===== src/rtl/countx_pkg.sv =====
// Shared definitions for the countx scan controller: default data width and FSM state encoding.
package countx_pkg;

    localparam int SIZE = 8;

    typedef enum logic [2:0] {
        ST_IDLE,
        ST_LOAD,
        ST_READ,
        ST_CMP,
        ST_DONE
    } state_t;

endpackage


===== src/rtl/countx_counter.sv =====
// Generic up/down counter with synchronous load; load has priority over inc, inc over dec.
module countx_counter #(
    parameter int W = 8
) (
    input  logic         clk,
    input  logic         load,
    input  logic [W-1:0] d,
    input  logic         inc,
    input  logic         dec,
    output logic [W-1:0] q
);

    // NOTE: no reset here on purpose; the owner always loads the counter before its value is used.
    always_ff @(posedge clk) begin
        if (load) begin
            q <= d;
        end else if (inc) begin
            q <= q + W'(1);
        end else if (dec) begin
            q <= q - W'(1);
        end
    end

endmodule


===== src/rtl/countx_ctrl.sv =====
// Scans len memory entries starting at address 0 and reports how many of them equal target.
module countx_ctrl #(
    parameter int SIZE = countx_pkg::SIZE
) (
    input  logic            clk,
    input  logic            rst_n,
    input  logic            start,
    input  logic [SIZE-1:0] len,
    input  logic [SIZE-1:0] target,
    output logic            mem_rd,
    output logic [SIZE-1:0] mem_addr,
    input  logic [SIZE-1:0] mem_data,
    output logic            busy,
    output logic            done,
    output logic [SIZE-1:0] count
);

    import countx_pkg::*;

    state_t          state_q;
    state_t          state_d;
    logic [SIZE-1:0] len_q;
    logic [SIZE-1:0] target_q;
    logic [SIZE-1:0] count_q;
    logic [SIZE-1:0] i_q;
    logic [SIZE-1:0] tr_q;
    logic            capture;
    logic            i_load;
    logic            i_inc;
    logic            tr_load;
    logic            tr_inc;

    countx_counter #(.W(SIZE)) u_i (
        .clk  (clk),
        .load (i_load),
        .d    ('0),
        .inc  (i_inc),
        .dec  (1'b0),
        .q    (i_q)
    );

    countx_counter #(.W(SIZE)) u_tr (
        .clk  (clk),
        .load (tr_load),
        .d    ('0),
        .inc  (tr_inc),
        .dec  (1'b0),
        .q    (tr_q)
    );

    // NOTE: sequential state uses non-blocking assignments so every register sees pre-edge values.
    always_ff @(posedge clk or negedge rst_n) begin
        if (!rst_n) begin
            state_q  <= ST_IDLE;
            len_q    <= '0;
            target_q <= '0;
            count_q  <= '0;
        end else begin
            state_q <= state_d;
            if (capture) begin
                len_q    <= len;
                target_q <= target;
            end
            if (state_q == ST_DONE) begin
                count_q <= tr_q;
            end
        end
    end

    always_comb begin
        // NOTE: every output gets a default first so no path through the case infers a latch.
        state_d = state_q;
        capture = 1'b0;
        i_load  = 1'b0;
        i_inc   = 1'b0;
        tr_load = 1'b0;
        tr_inc  = 1'b0;
        mem_rd  = 1'b0;
        done    = 1'b0;
        unique case (state_q)
            ST_IDLE: begin
                if (start) begin
                    capture = 1'b1;
                    state_d = ST_LOAD;
                end
            end
            ST_LOAD: begin
                i_load  = 1'b1;
                tr_load = 1'b1;
                state_d = (len_q == '0) ? ST_DONE : ST_READ;
            end
            ST_READ: begin
                mem_rd  = 1'b1;
                state_d = ST_CMP;
            end
            ST_CMP: begin
                tr_inc = (mem_data == target_q);
                // len_q is at least 1 here, so len_q-1 cannot wrap.
                if (i_q == len_q - SIZE'(1)) begin
                    state_d = ST_DONE;
                end else begin
                    i_inc   = 1'b1;
                    state_d = ST_READ;
                end
            end
            ST_DONE: begin
                done    = 1'b1;
                state_d = ST_IDLE;
            end
            default: state_d = ST_IDLE;
        endcase
    end

    assign busy     = (state_q != ST_IDLE);
    assign mem_addr = i_q;
    assign count    = count_q;

endmodule


===== config.mk =====
export PLATFORM = sky130hd
export DESIGN_NAME = countx_ctrl
export DESIGN_NICKNAME = d
export VERILOG_FILES = /design/src/rtl/countx_pkg.sv /design/src/rtl/countx_counter.sv /design/src/rtl/countx_ctrl.sv
export SDC_FILE = /design/constraint.sdc
export NUM_CORES = 1
export LEC_CHECK = 0
export ABC_AREA = 1
export CORE_AREA = 2 2 60 118
export CTS_CLUSTER_DIAMETER = 60
export DETAILED_ROUTE_END_ITERATION = 10
export DIE_AREA = 0 0 62 120
export PLACE_DENSITY_LB_ADDON = 0.3
export SETUP_SLACK_MARGIN = 0.1
export SKIP_LAST_GASP = 1
export SYNTH_ARGS = -nofsm -noshare
export SYNTH_HDL_FRONTEND = slang
export SYNTH_HIERARCHICAL = 1
export SYNTH_SLANG_ARGS = --single-unit

===== constraint.sdc =====
create_clock -name clk -period 2.4 [get_ports clk]
set_clock_uncertainty 0.05 [all_clocks]
set_input_delay 0.48 -clock clk [delete_from_list [all_inputs] [get_ports clk]]
set_output_delay 0.48 -clock clk [all_outputs]
set_load 0.01 [all_outputs]

==> results.py, run 1 <==
metrics = {
    "clocking": {
        "cts_tree": "built",
        "cts_max_level": 2,
        "cts_buffers": 5,
        "clk_pin_slew_ns": 0.06,
        "clk_latency_ns": 0.29,
        "numClockSinks": 43,
        "root_buffer": "clkbuf_16",
        "cts_buffer_depth": 2,
    },
    "synthesis": {
        "ys.flop_type": "dfrtp_1",
        "yosys.area.top_type": "dfrtp_1",
        "synth_edf_count": 16,
        "ys_top_cells_by_count": "nand2_1, inv_1, dfrtp_1, nand3_1, nor2_1",
        "synth_warnings": 6,
        "synth_cell_types": 36,
        "synthesis.instances": 357,
        "synth.avg_cell_area_um2": 8.012,
        "synthTopCellsByArea": "dfrtp_1, edfxtp_1, nand2_1",
        "netlist.area_leader.share_pct": 23.62,
        "synthArstFlopShare_pct": 62.79,
        "synth.most_common_cell": "nand2_1",
        "yosysSeqAreaShare_pct": 40.42,
        "synth-seq-cells": 43,
        "synth_area_um2": 2860,
    },
    "detailed_routing": {
        "wl_um": 7432,
        "final_antenna_net_count": 0,
        "drtIter0Drc": 91,
        "routed.top_layer": "met4",
        "wl_met2_um": 4493,
        "wirelength_met1_um": 2605,
        "wl_met3_um": 187,
        "drt-pass1-iter-count": 4,
        "detail_route.wl_per_cell_um": 13.42,
        "via_count": 2682,
        "drc": 0,
        "vias_per_cell": 4.841,
    },
    "sta": {
        "setup_ws_ns": -0.1571,
        "tns_ns": -0.4487,
        "hold_violations": 0,
        "max_freq_ghz": 0.3911,
        "setup_viol": 5,
        "slew_violations": 0,
        "fin_crit_sh_pct": 106.5,
        "rsz0062_at_grt": "true",
        "min_period_ns": 2.557,
    },
    "floorplan": {
        "start_util_pct": 43.54,
        "die_area_um2": 7440,
        "dieWidth_um": 62,
        "ioPinCount": 46,
        "rows": 42,
        "core-area_um2": 6569,
        "die_h_um": 120,
    },
    "critical_path": {
        "cp.arrival_ns": 2.55,
        "worstSetupPathType": "flop to flop",
        "cp-end-kind": "flop",
        "slowest_delay_ns": 0.39,
        "cp.required_ns": 2.39,
        "crit_path_max_fanout": 7,
        "crit_path_start_kind": "flop",
        "cp_cell_sequence": "buf_4, nor2_4, nand2_2, o21ai_1, nand2_1, nor2_2, nand3_1, nand2_2, inv_4, inv_8, ha_4, or2_4, nand3b_1, nand3_1, nand3_1, nand2_1",
        "critPathSlowestCell": "dfrtp_1",
        "cpMostUsedCell": "nand3_1",
    },
    "worst_hold_path": {
        "hold_path_class": "flop to flop",
    },
    "global_routing": {
        "grt_overflow_total": 0,
        "grt_max_degree": 28,
        "antenna_found_initial": 0,
        "grt_pass1_wl_um": 12140,
        "grt_pass1_vias": 2797,
        "track_usage_pct": 21.94,
    },
    "placement": {
        "place_ws_ns": -0.4557,
        "dpl.hpwl_um": 5757,
        "place.gp.congestion": 0.9206,
        "numPortBuffers": 45,
    },
    "pwr": {
        "ir_drop_mv": 0.6344,
        "power.total_w": 0.006255,
        "p_leak_nw": 2.065,
        "p_per_area_nw_per_um2": 1474,
    },
    "cells_and_area": {
        "final_util_pct": 64.61,
        "fillers": 566,
        "seq_area_um2": 1157,
        "n_antenna_cell": 0,
        "area_growth_pct": 48.38,
        "drive_above_1_share_pct": 28.97,
        "nNetsFinal": 508,
        "multi_input_area_um2": 1848,
    },
    "run": {
        "max_cap_violations": 0,
    },
    "outcome": {
        "status": "finished, violations left",
        "violations": "setup timing",
    },
}
==> cell families (layout without fill, tap and decap cells) <==
family,Yosys count,in the layout,synth area share (%)
AO/OA/AOI/OAI,32,32,6.780
XOR/XNOR,9,9,2.756
adder cells (fa/ha/maj),16,16,7.524
buffers and inverters,54,146,7.830
flip-flops,43,43,40.42
multiplexers,10,10,4.987
other,1,18,0.1311
AND/OR/NAND/NOR,192,192,29.57
==> worst max-delay path, delay by kind of cell, from the launching register on <==
kind | cells | cell delay, ns
and+or+nand+nor | 11 | 1.19
AOI/OAI and AO/OA | 1 | 0.14
DFF | 1 | 0.39
adders and majority gates | 1 | 0.22
buffers and inverters | 3 | 0.31
==> cell usage in the layout, fill, tap and decap left out, types with 2 or more instances in the layout <==
cell type	n
nand2_1	109
buf_4	42
clkdlybuf4s50_1	35
inv_1	34
dfrtp_1	26
nor2_1	21
nand3_1	18
conb_1	18
edfxtp_1	16
ha_4	11
a21oi_1	10
nand2_2	9
o21ai_1	9
inv_2	8
nand3_2	8
mux2_4	8
dlygate4sd2_1	8
nor2_2	6
xor2_1	6
clkbuf_16	5
nor2_4	4
inv_4	4
nand2_4	3
xnor2_1	3
nand4_1	3
nand3_4	3
clkinv_1	3
ha_1	3
a21oi_2	3
o21ai_2	2
nor3_2	2
a211oi_2	2
mux2_2	2
dlymetal6s2s_1	2
or2_4	2
nand3b_1	2
a21oi_4	2
fa_2	2
==> metal layers <==
| layer | GRT usage (%) | vias to the layer above |
|---|---|---|
| met3 | 3.233 | 7 |
| li1 | - | 1356 |
| met2 | 41.67 | 41 |
| met5 | 0 | - |
| met1 | 21.29 | 1278 |
| met4 | 9.441 | 0 |
==> final cells by class <==
cell class | count | area share [%]
multi-input combinational | 277 | 43.54
sequential | 43 | 27.27
timing repair buffer | 88 | 18.40
inverter | 50 | 4.894
clock buffer | 6 | 3.037
tap | 88 | 2.594
clock inverter | 2 | 0.2653
==> flip-flops by register name (all words and copies together), names as in the netlist <==
register	cells
count	8
len_q	8
u_i/q	8
u_tr/q	8
target_q	8
state_q	3
==> path summary, 6_finish.rpt <==
check                                     startpoint                     end  slack [ns]  depth (start not counted)
max in group asynchronous                      rst_n    len_q[3]$_DFFE_PN0P_        1.48                          2
worst max-delay path            len_q[0]$_DFFE_PN0P_      u_i/q[5]$_DFFE_PP_       -0.16                         16
worst min register to register  count[2]$_DFFE_PN0P_    count[2]$_DFFE_PN0P_        0.43                          2
min in group asynchronous                      rst_n  state_q[1]$_DFFE_PN0P_        0.53                          2
worst max register to register  len_q[0]$_DFFE_PN0P_      u_i/q[5]$_DFFE_PP_       -0.16                         16
worst min-delay path            count[2]$_DFFE_PN0P_    count[2]$_DFFE_PN0P_        0.43                          2
==> where the power goes <==
part	switching (W)	internal [W]
sequential	0.000326	0.00122
combinational	0.00207	0.00198
clock	0.000280	0.000385
total	0.00267	0.00358
==> metrics by stage <==
step	hold slack, ns	cells	area (um2)
global placement	0.4152	540	3906
finish	0.4327	554	4244
CTS	0.4386	551	4163
global route	0.4541	554	4244
floorplan	0.1344	374	3082
detailed placement	0.4215	540	3906
==> repair_timing <==
action / CTS / global route
setup endpoints to repair: 12 / 22
hold buffers: 0 / 0
gates resized for setup: 35 / 15
buffers inserted: 3 / 3
pin swaps: 38 / 15
(Power assumes the default switching activity.)
==> inputs of run 2 (changes only) <==
--- a/config.mk
+++ b/config.mk
@@ -12,6 +12,7 @@
 export DIE_AREA = 0 0 62 120
 export PLACE_DENSITY_LB_ADDON = 0.3
 export SETUP_SLACK_MARGIN = 0.1
+export SKIP_CTS_REPAIR_TIMING = 1
 export SKIP_LAST_GASP = 1
 export SYNTH_ARGS = -nofsm -noshare
 export SYNTH_HDL_FRONTEND = slang
==> run 2 against run 1 <==
- the run still ends with setup timing left
- register-to-register slack about the same
- clock power about the same
- clock-buffer cell count unchanged
- sequential share of layout area down 1.0 points
- total power up 5.4%
- maximum frequency down 0.53%
- highest routed layer unchanged
- non-clock buffer count up 5
- critical endpoint unchanged
- sequential power about the same
- critical path type unchanged
- largest power group unchanged
==> results.py, run 2 (synthesized netlist as in run 1, its figures left out) <==
metrics = {
    "placement": {
        "dpl.hpwl_um": 5757,
        "dp_cells": 540,
        "dpl_cell_area_um2": 3906,
        "place.gp.congestion": 0.9206,
        "numPortBuffers": 45,
    },
    "critical_path": {
        "crit_path_start_kind": "flop",
        "cp_cell_sequence": "buf_6, buf_4, xnor2_1, nor2_1, nand3_2, nor2_4, nand3_2, nand2_2, inv_4, clkinv_8, ha_4, or2_4, nand3b_1, nand3_1, nand3_1, nand2_1",
        "slowest_delay_ns": 0.40,
        "cp.required_ns": 2.39,
        "cp.arrival_ns": 2.56,
        "worst-path-buf-inv": 4,
        "path_delay_family": "simple AND/OR/NAND/NOR gates",
        "crit_path_max_fanout": 7,
        "cp-end-kind": "flop",
        "critPathSlowestCell": "dfrtp_1",
        "worstSetupPathType": "flop to flop",
    },
    "outcome": {
        "violations": "setup timing",
        "status": "finished, violations left",
    },
    "detailed_routing": {
        "final_antenna_net_count": 0,
        "wl_um": 7854,
        "detail_route.wl_per_cell_um": 14.05,
        "via_count": 2730,
        "vias_per_cell": 4.884,
        "drc": 0,
        "drt-pass1-iter-count": 4,
        "drtIter0Drc": 103,
    },
    "sta": {
        "rsz0062_at_grt": "true",
        "slew_violations": 0,
        "min_period_ns": 2.571,
        "max_freq_ghz": 0.3890,
        "hold_violations": 0,
        "setup_viol": 5,
        "fin_crit_sh_pct": 107.1,
        "setup_ws_ns": -0.1706,
        "whs_ns": 0.4336,
    },
    "floorplan": {
        "ioPinCount": 46,
        "core-area_um2": 6569,
        "die_h_um": 120,
        "rows": 42,
        "dieWidth_um": 62,
        "start_util_pct": 43.54,
        "die_area_um2": 7440,
    },
    "cells_and_area": {
        "drive_above_1_share_pct": 33.33,
        "area_growth_pct": 54.29,
        "stdcell_count": 559,
        "final_common_cell": "nand2_1",
        "stdcell_area_um2": 4413,
        "final_cell_mix": "nand2_1, buf_4, clkdlybuf4s50_1",
        "nNetsFinal": 513,
        "fillers": 525,
        "n_antenna_cell": 0,
    },
    "clocking": {
        "clk_pin_slew_ns": 0.06,
        "cts_buffer_depth": 2,
        "root_buffer": "clkbuf_16",
        "clk_latency_ns": 0.29,
        "numClockSinks": 43,
        "cts_tree": "built",
        "cts_max_level": 2,
        "cts_buffers": 5,
    },
    "run": {
        "max_cap_violations": 0,
    },
    "pwr": {
        "internal-power_w": 0.003745,
        "switching_share_pct": 43.20,
        "p_leak_nw": 2.177,
        "pwr-share-clk_pct": 10.1,
        "pwr-share-comb_pct": 66.3,
        "p_per_area_nw_per_um2": 1494,
        "p_switching_w": 0.002848,
        "ir_drop_mv": 0.6182,
        "seqPwrFrac_pct": 23.6,
    },
    "global_routing": {
        "grt_pass1_vias": 2722,
        "grt_max_degree": 28,
        "antenna_found_initial": 0,
        "track_usage_pct": 21.31,
        "grt_overflow_total": 0,
        "grt_pass1_wl_um": 11750,
    },
    "worst_hold_path": {
        "hold_path_class": "flop to flop",
    },
}
==> run 2: power by group through the flow <==
stage          combinational, W  clock [W]  sequential, W
2_1_floorplan           0.00237          0        0.00154
3_3_place_gp            0.00352          0        0.00153
3_5_place_dp            0.00364          0        0.00154
4_1_cts                 0.00367   0.000674        0.00153
5_1_grt                 0.00488   0.000711        0.00159
6_report                0.00437   0.000665        0.00155
==> run 2: per-layer routing <==
metal  vias up  track usage [%]  wire (um)
met1      1311            20.53       2784
met3        15            3.017        181
met4         0            9.176        229
met5         -                0          0
met2        40            40.69       4658
li1       1364                -          -
==> run 2: cell type report <==
class,instances,area (um2),share of cell area [%]
Clock buffer,6,128.9,2.920
Clock inverter,2,11.26,0.2552
Inverter,50,215.2,4.877
Multi-Input combinational cell,277,1933,43.80
Sequential cell,43,1159,26.25
Tap cell,88,110.1,2.495
Timing Repair Buffer,93,855.8,19.39
==> run 2: final timing paths <==
| path | from | endpoint | slack (ns) | depth (start not counted) |
|---|---|---|---|---|
| max | len_q[0]$_DFFE_PN0P_ | u_i/q[5]$_DFFE_PP_ | -0.17 | 16 |
| min | count[4]$_DFFE_PN0P_ | count[4]$_DFFE_PN0P_ | 0.43 | 2 |
| max reg2reg | len_q[0]$_DFFE_PN0P_ | u_i/q[5]$_DFFE_PP_ | -0.17 | 16 |
| min reg2reg | count[4]$_DFFE_PN0P_ | count[4]$_DFFE_PN0P_ | 0.43 | 2 |
| max in group asynchronous | rst_n | len_q[3]$_DFFE_PN0P_ | 1.48 | 2 |
| min in group asynchronous | rst_n | state_q[1]$_DFFE_PN0P_ | 0.53 | 2 |
==> run 2: tightest hold or removal path, delay by kind of cell (launching register included) <==
| family | cells | cell delay [ns] |
|---|---|---|
| and+or+nand+nor | 2 | 0.10 |
| DFF | 1 | 0.35 |
==> run 2: stage by stage <==
| step | total power (W) | setup TNS [ns] | utilization, % | setup WS (ns) |
|---|---|---|---|---|
| after CTS | 0.005867 | -1.247 | 61.60 | -0.1932 |
| after global routing | 0.007178 | -2.116 | 67.18 | -0.3313 |
| final | 0.006593 | -0.6568 | 67.18 | -0.1706 |
| after floorplan | 0.003909 | -0.1064 | - | -0.05832 |
| after detailed placement | 0.005182 | -2.977 | 59.47 | -0.4557 |
| after global placement | 0.005051 | -2.705 | 59.47 | -0.4167 |
==> inputs of run 3 (changes only) <==
--- a/config.mk
+++ b/config.mk
@@ -6,15 +6,14 @@
 export NUM_CORES = 1
 export LEC_CHECK = 0
 export ABC_AREA = 1
-export CORE_AREA = 2 2 60 118
+export CORE_AREA = 2 2 54 106
 export CTS_CLUSTER_DIAMETER = 60
 export DETAILED_ROUTE_END_ITERATION = 10
-export DIE_AREA = 0 0 62 120
+export DIE_AREA = 0 0 56 108
 export PLACE_DENSITY_LB_ADDON = 0.3
 export SETUP_SLACK_MARGIN = 0.1
 export SKIP_CTS_REPAIR_TIMING = 1
 export SKIP_LAST_GASP = 1
 export SYNTH_ARGS = -nofsm -noshare
 export SYNTH_HDL_FRONTEND = slang
-export SYNTH_HIERARCHICAL = 1
 export SYNTH_SLANG_ARGS = --single-unit
==> run 3 against run 2 <==
- the run now ends clean
- clock-buffer cell count is 1 higher
- cell count shrank 26%
- critical path depth decreased by 12
- non-clock buffer count shrank 43
- register-to-register slack gained 0.64 ns
- total power shrank 61%
- synthesized cell count is 15% lower
- worst setup slack better by 0.41 ns
- via count shrank 24%
- core utilization fell by 11 points
- critical endpoint is now mem_rd
- largest cell class unchanged
==> results.py, run 3 <==
metrics = {
    "outcome": {
        "status": "complete, no violations",
    },
    "cells_and_area": {
        "drive_above_1_share_pct": 7.865,
        "final_util_pct": 55.91,
        "n_antenna_cell": 0,
        "nNetsFinal": 386,
        "final_cell_mix": "nand2_1, clkdlybuf4s50_1, inv_1",
        "final_common_cell": "nand2_1",
        "area_growth_pct": 27.31,
    },
    "sta": {
        "max_slew_margin_pct": 70.35,
        "slew_violations": 0,
        "fin_crit_sh_pct": 90.06,
        "hold_violations": 0,
        "tightestPinTransition_ns": 0.4443,
        "rsz0062_at_grt": "false",
        "setup_viol": 0,
        "setup_ws_ns": 0.2385,
        "whs_ns": 0.4269,
        "min_period_ns": 2.161,
        "max_freq_ghz": 0.4627,
        "tns_ns": 0,
    },
    "floorplan": {
        "ioPinCount": 46,
        "start_util_pct": 43.92,
        "dieWidth_um": 56,
        "die_h_um": 108,
        "rows": 37,
        "core-area_um2": 5185,
        "die_area_um2": 6048,
    },
    "critical_path": {
        "cp.arrival_ns": 1.63,
        "cp.required_ns": 1.87,
        "r2r_cells": 12,
        "r2r-start": "len_q[0]$_DFFE_PN0P_",
        "cp-end-kind": "primary output",
        "path_delay_family": "buffers and inverters",
        "crit_path_start_kind": "flop",
        "crit_path_max_fanout": 4,
        "worst-path-buf-inv": 2,
        "slowest_delay_ns": 0.54,
        "worstSetupPathType": "flop to primary output",
        "cp_cell_sequence": "nor2_1, nand2_1, inv_1, clkdlybuf4s50_1",
        "ff2ff_setup_slack_ns": 0.47,
        "r2r_end": "u_i.q[3]$_SDFFE_PP0P_",
        "critPathSlowestCell": "clkdlybuf4s50_1",
    },
    "detailed_routing": {
        "via_count": 2082,
        "wl_um": 5216,
        "final_antenna_net_count": 0,
        "drtIter0Drc": 51,
        "drc": 0,
        "drt-pass1-iter-count": 4,
        "detail_route.wl_per_cell_um": 12.60,
        "vias_per_cell": 5.029,
    },
    "synthesis": {
        "ys_top_cells_by_count": "nand2_1, inv_1, nand3_1, nor2_1, dfrtp_1",
        "syn_nets": 336,
        "yosys.area.top_type": "dfrtp_1",
        "synth_area_um2": 2277,
        "netlist.area_leader.share_pct": 29.67,
        "synth_warnings": 0,
        "synth_edf_count": 0,
        "synth-seq-cells": 43,
        "synthesis.instances": 305,
        "synthArstFlopShare_pct": 62.79,
        "ys.flop_type": "dfrtp_1",
        "synth_cell_types": 29,
        "yosysSeqAreaShare_pct": 43.74,
        "synth.most_common_cell": "nand2_1",
        "synth.avg_cell_area_um2": 7.466,
        "synthTopCellsByArea": "dfrtp_1, dfxtp_1, nand2_1",
    },
    "pwr": {
        "pwr-share-comb_pct": 40.0,
        "ir_drop_mv": 0.5059,
        "pwr-share-clk_pct": 18.6,
        "p_leak_nw": 1.308,
        "switching_share_pct": 38.82,
        "p_per_area_nw_per_um2": 877.7,
        "p_switching_w": 0.0009879,
        "seqPwrFrac_pct": 41.5,
        "internal-power_w": 0.001557,
    },
    "placement": {
        "place_ws_ns": 0.2459,
        "place.gp.congestion": 0.8201,
        "dpl.hpwl_um": 4066,
        "numPortBuffers": 45,
    },
    "clocking": {
        "cts_tree": "built",
        "numClockSinks": 43,
        "cts_max_level": 2,
        "clk_latency_ns": 0.29,
        "root_buffer": "clkbuf_8",
        "cts_buffers": 5,
        "cts_buffer_depth": 2,
        "clk_pin_slew_ns": 0.08,
    },
    "worst_hold_path": {
        "min_to": "u_tr.q[6]$_SDFFE_PP0P_",
        "worstHoldStart": "u_tr.q[6]$_SDFFE_PP0P_",
        "hold_depth": 2,
        "hold_path_class": "flop to flop",
    },
    "global_routing": {
        "grt_overflow_total": 0,
        "track_usage_pct": 18.91,
        "grt_pass1_vias": 2071,
        "grt_max_degree": 28,
        "grt_pass1_wl_um": 9025,
        "antenna_found_initial": 0,
    },
    "run": {
        "max_cap_violations": 0,
    },
}
==> run 3: changes by cell type in the layout (fill, tap and decap cells not counted), sizes merged, moves of 3 or more <==
cell,before,now
xor2,6,9
nand2,121,73
dlymetal6s2s,10,0
mux2,10,4
inv,46,39
conb,18,0
ha,14,4
clkdlybuf4s50,35,45
buf,48,5
clkinv,6,2
xnor2,3,7
edfxtp,16,0
dfxtp,0,16
a21oi,15,28
==> run 3: cell families (layout without fill, tap and decap cells) <==
group	count (synthesis)	in the layout	share of synthesized area, %
buffers and inverters	47	98	7.857
adder cells (fa/ha/maj)	4	4	2.198
multiplexers	4	4	1.978
XOR/XNOR	16	16	6.154
AO/OA/AOI/OAI	41	41	9.395
AND/OR/NAND/NOR	150	150	28.68
flip-flops	43	43	43.74
==> run 3: power by group through the flow <==
stage          registers [W]  clock network (W)  logic (W)
5_1_grt              0.00108           0.000505    0.00117
2_1_floorplan        0.00103                  0   0.000730
6_report             0.00106           0.000472    0.00102
3_3_place_gp         0.00106                  0    0.00101
3_5_place_dp         0.00107                  0    0.00102
4_1_cts              0.00106           0.000484    0.00103
==> run 3: how the worst max path moves through the flow <==
| stage | start | to | depth (start not counted) |
|---|---|---|---|
| finish | state_q[0]$_DFFE_PN0P_ | mem_rd | 4 |
| global route | state_q[0]$_DFFE_PN0P_ | mem_rd | 4 |
| CTS | state_q[0]$_DFFE_PN0P_ | mem_rd | 4 |
| detailed placement | mem_data[4] | u_tr.q[4]$_SDFFE_PP0P_ | 11 |
| global placement | mem_data[4] | u_tr.q[4]$_SDFFE_PP0P_ | 11 |
| floorplan | len_q[0]$_DFFE_PN0P_ | u_i.q[3]$_SDFFE_PP0P_ | 12 |
==> run 3: layer usage <==
| layer | up-vias | part of all wire [%] | global-route usage, % | routed length (um) |
|---|---|---|---|---|
| met5 | - | 0 | 0 | 0 |
| met4 | 0 | 4.0 | 9.864 | 208 |
| met3 | 17 | 3.3 | 3.230 | 174 |
| met2 | 44 | 55 | 35.97 | 2867 |
| met1 | 957 | 38 | 19.10 | 1965 |
| li1 | 1064 | - | - | - |
==> run 3: metrics by stage <==
step	cell area (um2)	total power, W	std cells
2_1_floorplan	2277	0.001757	305
3_3_place_gp	2809	0.002070	406
3_5_place_dp	2809	0.002095	406
4_1_cts	2899	0.002572	414
5_1_grt	2899	0.002750	414
6_report	2899	0.002545	414
==> run 3: worst register-to-register path, stage by stage (launching register included) <==
cell and delay (ns):
dfrtp_1 0.41, inv_2 0.09, ha_1 0.24, or2_1 0.25
nand2_1 0.06, nand2_1 0.05, nand2_1 0.05, nand3_1 0.10
nor2_4 0.14, nand2_4 0.11, nand2_4 0.13, nand2_1 0.08
a21oi_2 0.12
==> run 3: layout make-up <==
cell class	count	area, um2
clock inverters	1	3.754
repair buffers	50	488.0
clock buffers	7	86.33
inverters	40	150.1
flip-flops and latches	43	996.0
fillers	507	2286
multi-input cells	215	1102
well taps	58	72.57
